$ cat src/rtl/dmem_arbiter_pkg.sv
`default_nettype none
// ============================================================================
//  Module      : dmem_arbiter_pkg
//  Description : Shared defines and package for the data-memory arbiter.
//                The defines block holds the bus widths (`ADDR_W, `DATA_W)
//                and the FSM state encodings. The package republishes them
//                as typed localparams and the state enum.
//                Optional feature macro: DMEM_ARB_RR_EN (round-robin
//                arbitration). It is consumed by dmem_arbiter.sv.
//  Revision    : 1.0 - initial release
// ============================================================================

`ifndef DMEM_ARBITER_DEFINES
`define DMEM_ARBITER_DEFINES
`define ADDR_W    16
`define DATA_W    32
`define ST_IDLE   2'd0
`define ST_ACCESS 2'd1
`define ST_RESP   2'd2
`endif

package dmem_arbiter_pkg;

  localparam int ADDR_WIDTH = `ADDR_W;
  localparam int DATA_WIDTH = `DATA_W;

  typedef enum logic [1:0] {
    IDLE   = `ST_IDLE,
    ACCESS = `ST_ACCESS,
    RESP   = `ST_RESP
  } arbStateT;

  // One-hot grant vector from the picker: bit 0 = Cpu, bit 1 = Dbg.
  localparam logic [1:0] GNT_NONE = 2'b00;
  localparam logic [1:0] GNT_CPU  = 2'b01;
  localparam logic [1:0] GNT_DBG  = 2'b10;

endpackage

`default_nettype wire

$ cat src/rtl/dmem_arbiter_if.sv
`default_nettype none
// ============================================================================
//  Module      : dmem_arbiter_if
//  Description : Bundle of the requester, response and data-memory signals
//                around the data-memory arbiter.
//                master : requesters and memory model (drive i*, observe o*)
//                slave  : the arbiter (observe i*, drive o*)
//  Ports       : Cpu/Dbg Req, Wr, Addr, WrData in; Gnt, RdValid, RdData out;
//                memory Addr, WrData, Wr, Rd out; memory RdData in; Busy out.
//  Revision    : 1.0 - initial release
// ============================================================================
interface dmem_arbiter_if;
  import dmem_arbiter_pkg::*;

  // Requester side
  logic                  iCpuReq;
  logic                  iCpuWr;
  logic [ADDR_WIDTH-1:0] iCpuAddr;
  logic [DATA_WIDTH-1:0] iCpuWrData;
  logic                  iDbgReq;
  logic                  iDbgWr;
  logic [ADDR_WIDTH-1:0] iDbgAddr;
  logic [DATA_WIDTH-1:0] iDbgWrData;

  // Responses
  logic                  oCpuGnt;
  logic                  oDbgGnt;
  logic                  oCpuRdValid;
  logic                  oDbgRdValid;
  logic [DATA_WIDTH-1:0] oCpuRdData;
  logic [DATA_WIDTH-1:0] oDbgRdData;

  // Data-memory side
  logic [ADDR_WIDTH-1:0] oMemAddr;
  logic [DATA_WIDTH-1:0] oMemWrData;
  logic                  oMemWr;
  logic                  oMemRd;
  logic [DATA_WIDTH-1:0] iMemRdData;

  logic                  oBusy;

  modport master (
    output iCpuReq, iCpuWr, iCpuAddr, iCpuWrData,
    output iDbgReq, iDbgWr, iDbgAddr, iDbgWrData,
    output iMemRdData,
    input  oCpuGnt, oDbgGnt, oCpuRdValid, oDbgRdValid,
    input  oCpuRdData, oDbgRdData,
    input  oMemAddr, oMemWrData, oMemWr, oMemRd, oBusy
  );

  modport slave (
    input  iCpuReq, iCpuWr, iCpuAddr, iCpuWrData,
    input  iDbgReq, iDbgWr, iDbgAddr, iDbgWrData,
    input  iMemRdData,
    output oCpuGnt, oDbgGnt, oCpuRdValid, oDbgRdValid,
    output oCpuRdData, oDbgRdData,
    output oMemAddr, oMemWrData, oMemWr, oMemRd, oBusy
  );

endinterface

`default_nettype wire

$ cat src/rtl/dmem_arb_pick.sv
`default_nettype none
// ============================================================================
//  Module      : dmem_arb_pick
//  Description : Combinational winner selection for the data-memory arbiter.
//                A lone request always wins; on a tie the requester named
//                by iPtrDbg wins (0 = Cpu, 1 = Dbg).
//  Ports       : iCpuReq, iDbgReq - pending requests
//                iPtrDbg          - tie-break pointer
//                oGnt             - one-hot winner {Dbg, Cpu}, 0 if none
//  Revision    : 1.0 - initial release
// ============================================================================
module dmem_arb_pick
  import dmem_arbiter_pkg::*;
(
  input  logic       iCpuReq,
  input  logic       iDbgReq,
  input  logic       iPtrDbg,
  output logic [1:0] oGnt
);

  always_comb begin
    oGnt = GNT_NONE;
    if (iCpuReq && iDbgReq) begin
      oGnt = iPtrDbg ? GNT_DBG : GNT_CPU;
    end else if (iCpuReq) begin
      oGnt = GNT_CPU;
    end else if (iDbgReq) begin
      oGnt = GNT_DBG;
    end
  end

endmodule

`default_nettype wire

$ cat src/rtl/dmem_arbiter.sv
`default_nettype none
// ============================================================================
//  Module      : dmem_arbiter
//  Description : Two-requester (Cpu, Dbg) arbiter in front of a single-port
//                data memory. IDLE latches the winning request, ACCESS drives
//                the memory for one cycle and pulses the winner's Gnt, and
//                RESP (reads only) pulses the winner's RdValid.
//                Build option DMEM_ARB_RR_EN: round-robin tie-break; without
//                it Cpu has fixed priority over Dbg.
//  Ports       : iClk     - clock, rising edge
//                iReset_n - asynchronous active-low reset
//                bus      - dmem_arbiter_if.slave (requests, responses,
//                           data-memory strobes, busy flag)
//  Revision    : 1.0 - initial release
// ============================================================================
module dmem_arbiter
  import dmem_arbiter_pkg::*;
(
  input  logic          iClk,
  input  logic          iReset_n,
  dmem_arbiter_if.slave bus
);

  arbStateT              state;
  arbStateT              nextState;
  logic [1:0]            pickGnt;
  logic                  ptrDbg;
  logic                  latchEn;
  logic                  captureEn;

  logic                  winDbg;      // latched winner: 1 = Dbg, 0 = Cpu
  logic                  latWr;       // latched Wr of the winner
  logic [ADDR_WIDTH-1:0] memAddr;     // doubles as the latched address
  logic [DATA_WIDTH-1:0] memWrData;   // doubles as the latched write data
  logic [DATA_WIDTH-1:0] cpuRdData;
  logic [DATA_WIDTH-1:0] dbgRdData;

  logic                  memWr;
  logic                  memRd;
  logic                  cpuGnt;
  logic                  dbgGnt;
  logic                  cpuRdValid;
  logic                  dbgRdValid;

  dmem_arb_pick uPick (
    .iCpuReq (bus.iCpuReq),
    .iDbgReq (bus.iDbgReq),
    .iPtrDbg (ptrDbg),
    .oGnt    (pickGnt)
  );

`ifdef DMEM_ARB_RR_EN
  // Pointer moves to the non-winner as the grant is issued. An access
  // aborted by reset never reaches that point, and reset puts it on Cpu.
  logic rrPtr;

  always_ff @(posedge iClk or negedge iReset_n) begin
    if (!iReset_n) begin
      rrPtr <= 1'b0;
    end else if (state == ACCESS) begin
      rrPtr <= ~winDbg;
    end
  end

  assign ptrDbg = rrPtr;
`else
  assign ptrDbg = 1'b0;
`endif

  // --------------------------------------------------------------------------
  // FSM state register
  // --------------------------------------------------------------------------
  always_ff @(posedge iClk or negedge iReset_n) begin
    if (!iReset_n) begin
      state <= IDLE;
    end else begin
      state <= nextState;
    end
  end

  // --------------------------------------------------------------------------
  // FSM next state and outputs
  // --------------------------------------------------------------------------
  always_comb begin
    nextState  = state;
    latchEn    = 1'b0;
    captureEn  = 1'b0;
    memWr      = 1'b0;
    memRd      = 1'b0;
    cpuGnt     = 1'b0;
    dbgGnt     = 1'b0;
    cpuRdValid = 1'b0;
    dbgRdValid = 1'b0;

    unique case (state)
      IDLE: begin
        if (pickGnt != GNT_NONE) begin
          latchEn   = 1'b1;
          nextState = ACCESS;
        end
      end

      ACCESS: begin
        memWr  = latWr;
        memRd  = ~latWr;
        cpuGnt = ~winDbg;
        dbgGnt = winDbg;
        if (latWr) begin
          nextState = IDLE;
        end else begin
          captureEn = 1'b1;
          nextState = RESP;
        end
      end

      RESP: begin
        cpuRdValid = ~winDbg;
        dbgRdValid = winDbg;
        nextState  = IDLE;
      end

      default: begin
        nextState = IDLE;
      end
    endcase
  end

  // --------------------------------------------------------------------------
  // Request latch and read-data capture. The memory address/data registers
  // are loaded only on the latch edge, so they present the latched request
  // during ACCESS and hold their last value everywhere else.
  // --------------------------------------------------------------------------
  always_ff @(posedge iClk or negedge iReset_n) begin
    if (!iReset_n) begin
      winDbg    <= 1'b0;
      latWr     <= 1'b0;
      memAddr   <= '0;
      memWrData <= '0;
      cpuRdData <= '0;
      dbgRdData <= '0;
    end else begin
      if (latchEn) begin
        winDbg    <= pickGnt[1];
        latWr     <= pickGnt[1] ? bus.iDbgWr     : bus.iCpuWr;
        memAddr   <= pickGnt[1] ? bus.iDbgAddr   : bus.iCpuAddr;
        memWrData <= pickGnt[1] ? bus.iDbgWrData : bus.iCpuWrData;
      end
      if (captureEn) begin
        if (winDbg) begin
          dbgRdData <= bus.iMemRdData;
        end else begin
          cpuRdData <= bus.iMemRdData;
        end
      end
    end
  end

  assign bus.oMemAddr    = memAddr;
  assign bus.oMemWrData  = memWrData;
  assign bus.oMemWr      = memWr;
  assign bus.oMemRd      = memRd;
  assign bus.oCpuGnt     = cpuGnt;
  assign bus.oDbgGnt     = dbgGnt;
  assign bus.oCpuRdValid = cpuRdValid;
  assign bus.oDbgRdValid = dbgRdValid;
  assign bus.oCpuRdData  = cpuRdData;
  assign bus.oDbgRdData  = dbgRdData;
  assign bus.oBusy       = (state != IDLE);

endmodule

`default_nettype wire

$ cat src/flat_wrapper.sv
// flat-port wrapper written by rule: the top's interface ports become plain ports
module dmem_arbiter_flat import dmem_arbiter_pkg::*;
  (iClk, iReset_n, bus_iCpuReq, bus_iCpuWr, bus_iCpuAddr, bus_iCpuWrData, bus_iDbgReq, bus_iDbgWr, bus_iDbgAddr, bus_iDbgWrData, bus_iMemRdData, bus_oCpuGnt, bus_oDbgGnt, bus_oCpuRdValid, bus_oDbgRdValid, bus_oCpuRdData, bus_oDbgRdData, bus_oMemAddr, bus_oMemWrData, bus_oMemWr, bus_oMemRd, bus_oBusy);
  dmem_arbiter_if bus_i ();
  input  logic iClk;
  input  logic iReset_n;
  input wire logic [$bits(bus_i.iCpuReq)-1:0] bus_iCpuReq;
  input wire logic [$bits(bus_i.iCpuWr)-1:0] bus_iCpuWr;
  input wire logic [$bits(bus_i.iCpuAddr)-1:0] bus_iCpuAddr;
  input wire logic [$bits(bus_i.iCpuWrData)-1:0] bus_iCpuWrData;
  input wire logic [$bits(bus_i.iDbgReq)-1:0] bus_iDbgReq;
  input wire logic [$bits(bus_i.iDbgWr)-1:0] bus_iDbgWr;
  input wire logic [$bits(bus_i.iDbgAddr)-1:0] bus_iDbgAddr;
  input wire logic [$bits(bus_i.iDbgWrData)-1:0] bus_iDbgWrData;
  input wire logic [$bits(bus_i.iMemRdData)-1:0] bus_iMemRdData;
  output wire logic [$bits(bus_i.oCpuGnt)-1:0] bus_oCpuGnt;
  output wire logic [$bits(bus_i.oDbgGnt)-1:0] bus_oDbgGnt;
  output wire logic [$bits(bus_i.oCpuRdValid)-1:0] bus_oCpuRdValid;
  output wire logic [$bits(bus_i.oDbgRdValid)-1:0] bus_oDbgRdValid;
  output wire logic [$bits(bus_i.oCpuRdData)-1:0] bus_oCpuRdData;
  output wire logic [$bits(bus_i.oDbgRdData)-1:0] bus_oDbgRdData;
  output wire logic [$bits(bus_i.oMemAddr)-1:0] bus_oMemAddr;
  output wire logic [$bits(bus_i.oMemWrData)-1:0] bus_oMemWrData;
  output wire logic [$bits(bus_i.oMemWr)-1:0] bus_oMemWr;
  output wire logic [$bits(bus_i.oMemRd)-1:0] bus_oMemRd;
  output wire logic [$bits(bus_i.oBusy)-1:0] bus_oBusy;
  assign bus_i.iCpuReq = bus_iCpuReq;
  assign bus_i.iCpuWr = bus_iCpuWr;
  assign bus_i.iCpuAddr = bus_iCpuAddr;
  assign bus_i.iCpuWrData = bus_iCpuWrData;
  assign bus_i.iDbgReq = bus_iDbgReq;
  assign bus_i.iDbgWr = bus_iDbgWr;
  assign bus_i.iDbgAddr = bus_iDbgAddr;
  assign bus_i.iDbgWrData = bus_iDbgWrData;
  assign bus_i.iMemRdData = bus_iMemRdData;
  assign bus_oCpuGnt = bus_i.oCpuGnt;
  assign bus_oDbgGnt = bus_i.oDbgGnt;
  assign bus_oCpuRdValid = bus_i.oCpuRdValid;
  assign bus_oDbgRdValid = bus_i.oDbgRdValid;
  assign bus_oCpuRdData = bus_i.oCpuRdData;
  assign bus_oDbgRdData = bus_i.oDbgRdData;
  assign bus_oMemAddr = bus_i.oMemAddr;
  assign bus_oMemWrData = bus_i.oMemWrData;
  assign bus_oMemWr = bus_i.oMemWr;
  assign bus_oMemRd = bus_i.oMemRd;
  assign bus_oBusy = bus_i.oBusy;
  dmem_arbiter u_core (.iClk(iClk), .iReset_n(iReset_n), .bus(bus_i));
endmodule
$ cat config.mk
export PLATFORM = sky130hd
export DESIGN_NAME = dmem_arbiter_flat
export DESIGN_NICKNAME = d
export VERILOG_FILES = /design/src/rtl/dmem_arbiter_pkg.sv /design/src/rtl/dmem_arbiter_if.sv /design/src/rtl/dmem_arb_pick.sv /design/src/rtl/dmem_arbiter.sv /design/src/flat_wrapper.sv
export SDC_FILE = /design/constraint.sdc
export NUM_CORES = 1
export LEC_CHECK = 0
export CAP_MARGIN = 20
export CORE_MARGIN = 1.5
export CORE_UTILIZATION = 45
export CTS_CLUSTER_DIAMETER = 200
export DETAILED_ROUTE_END_ITERATION = 8
export PLACE_DENSITY_LB_ADDON = 0.1
export SETUP_SLACK_MARGIN = 0.5
export SLEW_MARGIN = 20
export SYNTH_ARGS = -nofsm -noshare
export SYNTH_HDL_FRONTEND = slang
export SYNTH_SLANG_ARGS = --single-unit
$ cat constraint.sdc
create_clock -name iClk -period 2.9 [get_ports iClk]
set_clock_uncertainty 0.15 [all_clocks]
set_input_delay 0.58 -clock iClk [delete_from_list [all_inputs] [get_ports iClk]]
set_output_delay 0.58 -clock iClk [all_outputs]
set_load 0.01 [all_outputs]
==> impl_summary.log, run 1 <==
[metrics] maximum number of pins on one net before global-route repair: 47
[metrics] Internal Power: 6.743 mW
[metrics] setup TNS after final layout: 0 ns
[metrics] Antenna Violating Nets Remaining: 0
[metrics] endpoint of the worst register-to-register path: u_core.bus.oCpuRdData[25]$_DFFE_PN0P_
[metrics] slowest cell on the critical path: clkdlybuf4s50_1
[metrics] switching power of the nets: 2.767 mW
[metrics] CTS buffer count: 17
[metrics] number of standard-cell rows in the floorplan: 39
[metrics] Clk Latency, worst-skew pair: 0.41 ns
[metrics] buffer depth of the longest clock path: 2
[metrics] number of instances in the synthesized netlist: 312
[metrics] reg2reg setup slack: 0.84 ns
[metrics] Synth warnings: 0
[metrics] vias per cell: 4.937
[metrics] CP startpoint kind: flop
[metrics] combined global-route utilization of all metal layers: 22.66%
[metrics] wire length reported by the detailed router: 13530 um
[metrics] Tmin final: 2.339 ns
[metrics] synthesized-area fraction occupied by adder cells: 0%
[metrics] worst hold-check slack: 0.02737 ns
[metrics] worst-case reg-to-reg path depth: 4
[metrics] total congestion overflow: 0
[metrics] count of filler cells inserted in the layout: 774
[metrics] clock edge transition at the registers on the reported setup and hold paths: 0.06 ns
[metrics] flops & latches, synth: 116
[metrics] peak ir drop on the vdd network: 844.8 uV
[metrics] number of endpoints failing setup at the final stage: 0
[metrics] setup repair after global routing missed its margin: yes
[metrics] compound-gate portion of the synthesized area: 0.3251%
[metrics] final estimated routing congestion in global placement: 0.7871
[metrics] H-Tree Level Count: 4
[metrics] Die W: 112.4 um
[metrics] Pwr per Cell Area: 1109 nW/um^2
[metrics] GR peak layer: met2
[metrics] combinational share of power: 45.6%
[metrics] Final HPWL DP: 9880 um
[metrics] share of synthesized area spent on multiplexers: 39.42%
[metrics] Storage cell area: 2904 sq um
[metrics] first-pass GRT wire length: 21690 um
[metrics] relative slew slack: 58.18%
[metrics] synth unique cells: 18
[metrics] proportion of layout cells with a drive suffix above 1: 29.97%
[metrics] kind of end point of the critical path: output pin
[metrics] TritonCTS clock tree: yes
[metrics] layout overhead on the synthesized area: 59.11%
[metrics] number of antenna diodes: 0
[metrics] Multi-input gate area: 2242 sq um
[metrics] # clock sinks: 116
[metrics] Crit path required time: 2.17 ns
[metrics] worst min-delay path class: input port to async pin
[metrics] fraction of power spent switching nets: 29.09%
[metrics] share of the yosys chip area belonging to registers: 53.87%
[metrics] share of the clock period used by the worst path: 80.64%
[metrics] via count of the first global-routing pass: 4092
[metrics] combined buffer and inverter count along the critical path: 2
[metrics] initial antenna violation count: 0
[metrics] Initial DRC Count: 194
[metrics] critical register-to-register path startpoint: u_core.state[0]$_DFFE_PN0P_
[metrics] largest family of logic cells by synthesized area: multiplexers
[metrics] data arrival time at the worst-slack endpoint: 1.61 ns
[metrics] XOR/XNOR share of the synthesized area: 0%
[metrics] final-stage net count: 705
[metrics] Die Y: 112.4 um
[metrics] Synth Cell Area: 5389 sq um
[metrics] maximum fanout count along the critical path: 8
[metrics] Final Hold Viols: 0
[metrics] max incr delay on CP: 0.47 ns
[metrics] Post-Synthesis Mean Instance Area: 17.27 sq um
[metrics] number of detailed-route iterations in the first pass: 6
[metrics] Setup CP Type: flop to output pin
[metrics] I/O pin count: 253
[metrics] core area: 11560 sq um
[metrics] cell breakdown of the critical path: nor2_2, inv_1, clkdlybuf4s50_1
[metrics] violated checks: design-rule violations
[metrics] WL/cell: 18.61 um
[metrics] drc violations: 15
[metrics] detailed-route via count: 3589
[metrics] GR Layer Usage met2: 38.77%
[metrics] count of input and output buffers: 252
[metrics] root buffer cell: clkbuf_16
[metrics] Leakage Power: 3.717 nW
[metrics] actual slew at the worst max-slew pin: 0.6273 ns
[metrics] Clock power frac: 23.1%
[metrics] status: finished with violations
[metrics] initial standard-cell utilization of the core: 46.60%
[metrics] global-route met3 utilization: 9.125%
[metrics] simple-gate share of the synthesized area: 1.765%
[metrics] number of nets in the synthesized netlist: 446
[metrics] max capacitance violation total: 0
[metrics] cell family with most CP delay: buffers and inverters
[metrics] share of total power in sequential cells: 31.2%
[metrics] maximum clock rate: 0.4276 GHz
[metrics] final number of max-transition violations: 0
[metrics] overall die area: 12640 sq um
[metrics] GRT met1 Usage: 25.01%
-- registers in the layout (all words and copies together), names as in the netlist --
name                   flops
u_core.bus.oDbgRdData     32
u_core.latWr               1
u_core.bus.oCpuRdData     32
u_core.state               2
u_core.winDbg              1
u_core.bus.oMemWrData     32
u_core.bus.oMemAddr       16
-- area by class of cell --
type	instances	area share, %
multi-input combinational	176	26.15
tap	143	2.087
inverter	1	0.04378
timing repair buffer	259	30.54
sequential	116	33.87
clock inverter	12	2.101
clock buffer	20	5.209
-- worst max path at each step --
stage | from | to | slack [ns] | cells after the start
6_report | u_core.state[0]$_DFFE_PN0P_ | bus_oBusy | 0.56 | 3
5_1_grt | u_core.state[0]$_DFFE_PN0P_ | bus_oBusy | 0.46 | 3
4_1_cts | u_core.state[0]$_DFFE_PN0P_ | bus_oDbgRdValid | 0.51 | 2
3_5_place_dp | bus_iCpuReq | u_core.bus.oMemAddr[2]$_DFFE_PN0P_ | 0.32 | 5
3_3_place_gp | bus_iCpuReq | u_core.bus.oMemAddr[1]$_DFFE_PN0P_ | 0.36 | 5
2_1_floorplan | bus_iCpuReq | u_core.bus.oMemWrData[22]$_DFFE_PN0P_ | 1.10 | 5
-- cell usage after synthesis --
cell,n,area share (%)
o21a_1,1,0.14
inv_1,1,0.070
and3b_1,3,0.49
nand2b_4,1,0.26
a21oi_1,2,0.19
buf_8,1,0.28
mux2_2,50,10
nor2_1,1,0.070
buf_6,8,1.7
mux2_4,80,22
mux2_1,32,6.7
nor3b_1,3,0.42
and2_4,1,0.16
and2b_1,1,0.14
buf_2,4,0.37
buf_12,6,2.2
nor3b_2,1,0.23
dfrtp_1,116,54
-- layout by cell type, fill, tap and decap left out, types with 3 or more instances in the layout --
master,count
clkinv_4,4
bufinv_16,4
mux2_4,80
clkdlybuf4s50_1,245
buf_4,4
buf_12,4
dfrtp_1,115
mux2_2,50
clkbuf_16,17
mux2_1,32
and3b_1,3
nor3b_1,3
dlygate4sd2_1,5
-- metrics by stage --
| stage | cell area (sq um) | power [mW] | setup slack (ns) | utilization, % | std cells |
|---|---|---|---|---|---|
| global route | 8574 | 9.990 | 0.4597 | 74.14 | 727 |
| global placement | 7948 | 7.248 | 0.3563 | 68.72 | 695 |
| finish | 8574 | 9.509 | 0.5614 | 74.14 | 727 |
| floorplan | 5389 | 5.216 | 1.096 | - | 312 |
| detailed placement | 7948 | 7.358 | 0.3180 | 68.72 | 695 |
| CTS | 8572 | 9.618 | 0.5070 | 74.12 | 727 |
-- what timing repair did --
action / CTS / global route
buffers inserted: 0 / 0
hold buffers: 0 / 0
endpoints found under the setup margin: 6 / 2
hold endpoints to repair: 0 / 0
gates resized for setup: 7 / 1
-- logic make-up after synthesis --
logic type / after synthesis
AO/OA/AOI/OAI: 3
flip-flops: 116
buffers and inverters: 20
AND/OR/NAND/NOR: 11
multiplexers: 162
-- per-layer routing --
metal  wire length (um)  share of wire [%]
met5                  0                  0
met2               6885                 51
met1               5058                 37
met3               1217                9.0
met4                367                2.7
-- power by group through the flow --
stage,logic (mW),clock network (mW),registers [mW]
2_1_floorplan,1.93,0,3.29
3_3_place_gp,4.33,0,2.92
3_5_place_dp,4.39,0,2.97
4_1_cts,4.40,2.24,2.98
5_1_grt,4.59,2.31,3.09
6_report,4.34,2.20,2.97
No activity file was read; power rests on OpenSTA's default activity.
==> run 2, diff against run 1 <==
--- a/config.mk
+++ b/config.mk
@@ -7,7 +7,7 @@
 export LEC_CHECK = 0
 export CAP_MARGIN = 20
 export CORE_MARGIN = 1.5
-export CORE_UTILIZATION = 45
+export CORE_UTILIZATION = 37
 export CTS_CLUSTER_DIAMETER = 200
 export DETAILED_ROUTE_END_ITERATION = 8
 export PLACE_DENSITY_LB_ADDON = 0.1
==> constraint.sdc (replaced) <==
create_clock -name iClk -period 1.95 [get_ports iClk]
set_clock_uncertainty 0.15 [all_clocks]
set_input_delay 0.39 -clock iClk [delete_from_list [all_inputs] [get_ports iClk]]
set_output_delay 0.39 -clock iClk [all_outputs]
set_load 0.01 [all_outputs]
==> impl_summary.log, run 2 (synthesis gave the netlist of run 1 again) <==
[metrics] status: completed
[metrics] TritonCTS clock tree: yes
[metrics] kind of end point of the critical path: output pin
[metrics] cell breakdown of the critical path: nor3b_4, buf_6
[metrics] share of total power in sequential cells: 27.8% (-3.4 points)
[metrics] CTS buffer count: 17 (unchanged)
[metrics] GR Layer Usage met2: 36.08% (-2.7 points)
[metrics] worst hold-check slack: 0.2786 ns (+0.2512 ns)
[metrics] number of endpoints failing setup at the final stage: 0 (unchanged)
[metrics] data arrival time at the worst-slack endpoint: 1.28 ns (-0.33 ns)
[metrics] initial antenna violation count: 0 (unchanged)
[metrics] WL/cell: 18.68 um (+0.39%)
[metrics] final-stage net count: 803 (+14%)
[metrics] final std cell area, no fill: 9594 sq um (+12%)
[metrics] standard cell area after detailed placement: 8112 sq um (+2.1%)
[metrics] overall die area: 15300 sq um (+21%)
[metrics] global-route met3 utilization: 8.425% (-0.70 points)
[metrics] # clock sinks: 116 (unchanged)
[metrics] count of input and output buffers: 252 (unchanged)
[metrics] peak ir drop on the vdd network: 737.1 uV (-13%)
[metrics] switching power of the nets: 4.943 mW (+79%)
[metrics] via count of the first global-routing pass: 4403 (+7.6%)
[metrics] Die Y: 123.7 um (+10%)
[metrics] I/O pin count: 253 (unchanged)
[metrics] maximum number of pins on one net before global-route repair: 36 (-23%)
[metrics] worst min-delay path class: input port to flop
[metrics] CP startpoint kind: flop
[metrics] setup repair after global routing missed its margin: yes
[metrics] maximum fanout count along the critical path: 8 (unchanged)
[metrics] drc violations: 0 (-15)
[metrics] combined global-route utilization of all metal layers: 20.66% (-2.0 points)
[metrics] clock edge transition at the registers on the reported setup and hold paths: 0.05 ns (about the same)
[metrics] post-route non-filler standard cell count: 862 (+19%)
[metrics] proportion of layout cells with a drive suffix above 1: 62.76% (+33 points)
[metrics] Tmin final: 1.820 ns
[metrics] combinational share of power: 53.5% (+7.9 points)
[metrics] setup TNS after final layout: 0 ns (unchanged)
[metrics] max capacitance violation total: 0 (unchanged)
[metrics] H-Tree Level Count: 4 (unchanged)
[metrics] Die W: 123.7 um (+10%)
[metrics] worst-case reg-to-reg path depth: 5 (+1)
[metrics] first-pass GRT wire length: 23250 um (+7.2%)
[metrics] total congestion overflow: 0 (unchanged)
[metrics] fraction of power spent switching nets: 30.31% (+1.2 points)
[metrics] Initial DRC Count: 109 (-44%)
[metrics] number of detailed-route iterations in the first pass: 4 (-2)
[metrics] Leakage Power: 4.545 nW (+22%)
[metrics] Clock power frac: 18.7% (-4.4 points)
[metrics] max incr delay on CP: 0.48 ns (about the same)
[metrics] root buffer cell: clkbuf_16
[metrics] number of antenna diodes: 0 (unchanged)
[metrics] Antenna Violating Nets Remaining: 0 (unchanged)
[metrics] total power consumption of the routed design: 16.31 mW (+72%)
[metrics] layout overhead on the synthesized area: 78.04%
[metrics] buffer depth of the longest clock path: 2 (unchanged)
[metrics] most common cell after layout, fill and taps aside: clkdlybuf4s50_1
[metrics] Hold Path Depth: 3
[metrics] detailed-route via count: 4006 (+12%)
[metrics] GRT met1 Usage: 22.32% (-2.7 points)
[metrics] final number of max-transition violations: 0 (unchanged)
[metrics] top library cells by usage in the layout, fill and taps aside: clkdlybuf4s50_1, mux2_4, dfrtp_1
[metrics] initial standard-cell utilization of the core: 38.38% (-8.2 points)
[metrics] Setup CP Type: flop to output pin
[metrics] relative slew slack: 68.56% (+10 points)
[metrics] Clk Latency, worst-skew pair: 0.41 ns (about the same)
[metrics] slowest cell on the critical path: dfrtp_2
[metrics] wire length reported by the detailed router: 16100 um (+19%)
[metrics] Crit path required time: 1.41 ns (-0.76 ns)
[metrics] core area: 14040 sq um (+21%)
[metrics] maximum clock rate: 0.5494 GHz
[metrics] Final Hold Viols: 0 (unchanged)
[metrics] Final HPWL DP: 9934 um (+0.55%)
[metrics] count of filler cells inserted in the layout: 1036 (+34%)
[metrics] Internal Power: 11.37 mW (+69%)
[metrics] Pwr per Cell Area: 1700 nW/um^2 (+53%)
[metrics] placed instance count: 740 (+6.5%)
[metrics] actual slew at the worst max-slew pin: 0.4717 ns (-0.1557 ns)
[metrics] number of standard-cell rows in the floorplan: 43 (+10%)
[metrics] final estimated routing congestion in global placement: 0.7205 (-8.5%)
[metrics] share of the clock period used by the worst path: 93.34%
[metrics] GR peak layer: met2
[metrics] vias per cell: 4.647 (-5.9%)
## run 2: area by class of cell
class                   instances  area, sq um  area share [%]
inverters                       1        3.754         0.03912
clock inverters                13        135.1           1.408
clock buffers                  19        442.9           4.617
multi-input cells             176         2429           25.31
flip-flops and latches        116         2907           30.29
well taps                     180        225.2           2.347
repair buffers                357         3452           35.98
## run 2: power groups by stage
stage | combinational (mW) | clock (mW) | sequential (mW)
after floorplan | 2.88 | 0 | 4.90
after global placement | 6.58 | 0 | 4.36
after detailed placement | 6.64 | 0 | 4.41
after CTS | 7.69 | 3.11 | 4.43
after global routing | 9.22 | 3.21 | 4.67
final | 8.72 | 3.06 | 4.53
## run 2: what timing repair did
action,CTS,global route
cloned,8,2
pin swaps,1,2
resized for setup,566,46
endpoints found under the setup margin,232,232
hold buffers,1,0
endpoints found under the hold margin,29,0
buffers inserted,48,31
## run 2: final timing paths
check | from | endpoint | slack, ns
worst min register to register | u_core.bus.oMemWrData[8]$_DFFE_PN0P_ | u_core.bus.oMemWrData[8]$_DFFE_PN0P_ | 0.35
worst max register to register | u_core.state[1]$_DFFE_PN0P_ | u_core.bus.oDbgRdData[23]$_DFFE_PN0P_ | 0.14
worst min-delay path | bus_iCpuReq | u_core.winDbg$_DFFE_PN0P_ | 0.28
max in group asynchronous | iReset_n | u_core.bus.oMemAddr[12]$_DFFE_PN0P_ | 0.76
worst max-delay path | u_core.state[1]$_DFFE_PN0P_ | bus_oMemRd | 0.13
min in group asynchronous | iReset_n | u_core.bus.oDbgRdData[4]$_DFFE_PN0P_ | 0.32
## run 2: critical path: cells and delay by family (launching register included)
family | cells | cell delay [ns]
buffers and inverters | 1 | 0.14
and+or+nand+nor | 1 | 0.25
DFF | 1 | 0.48
## run 2: stage by stage
step | setup WS (ns) | util, %
after CTS | 0.1185 | 64.71
after global routing | 0.07211 | 68.32
final | 0.1299 | 68.32
after global placement | -0.1957 | 57.77
after floorplan | 0.2753 | -
after detailed placement | -0.2379 | 57.77
## run 2: per-layer routing
metal | up-vias | wire length, um
met5 | - | 0
met4 | 0 | 306
met3 | 22 | 1505
met2 | 168 | 8384
met1 | 1984 | 5906
li1 | 1832 | -
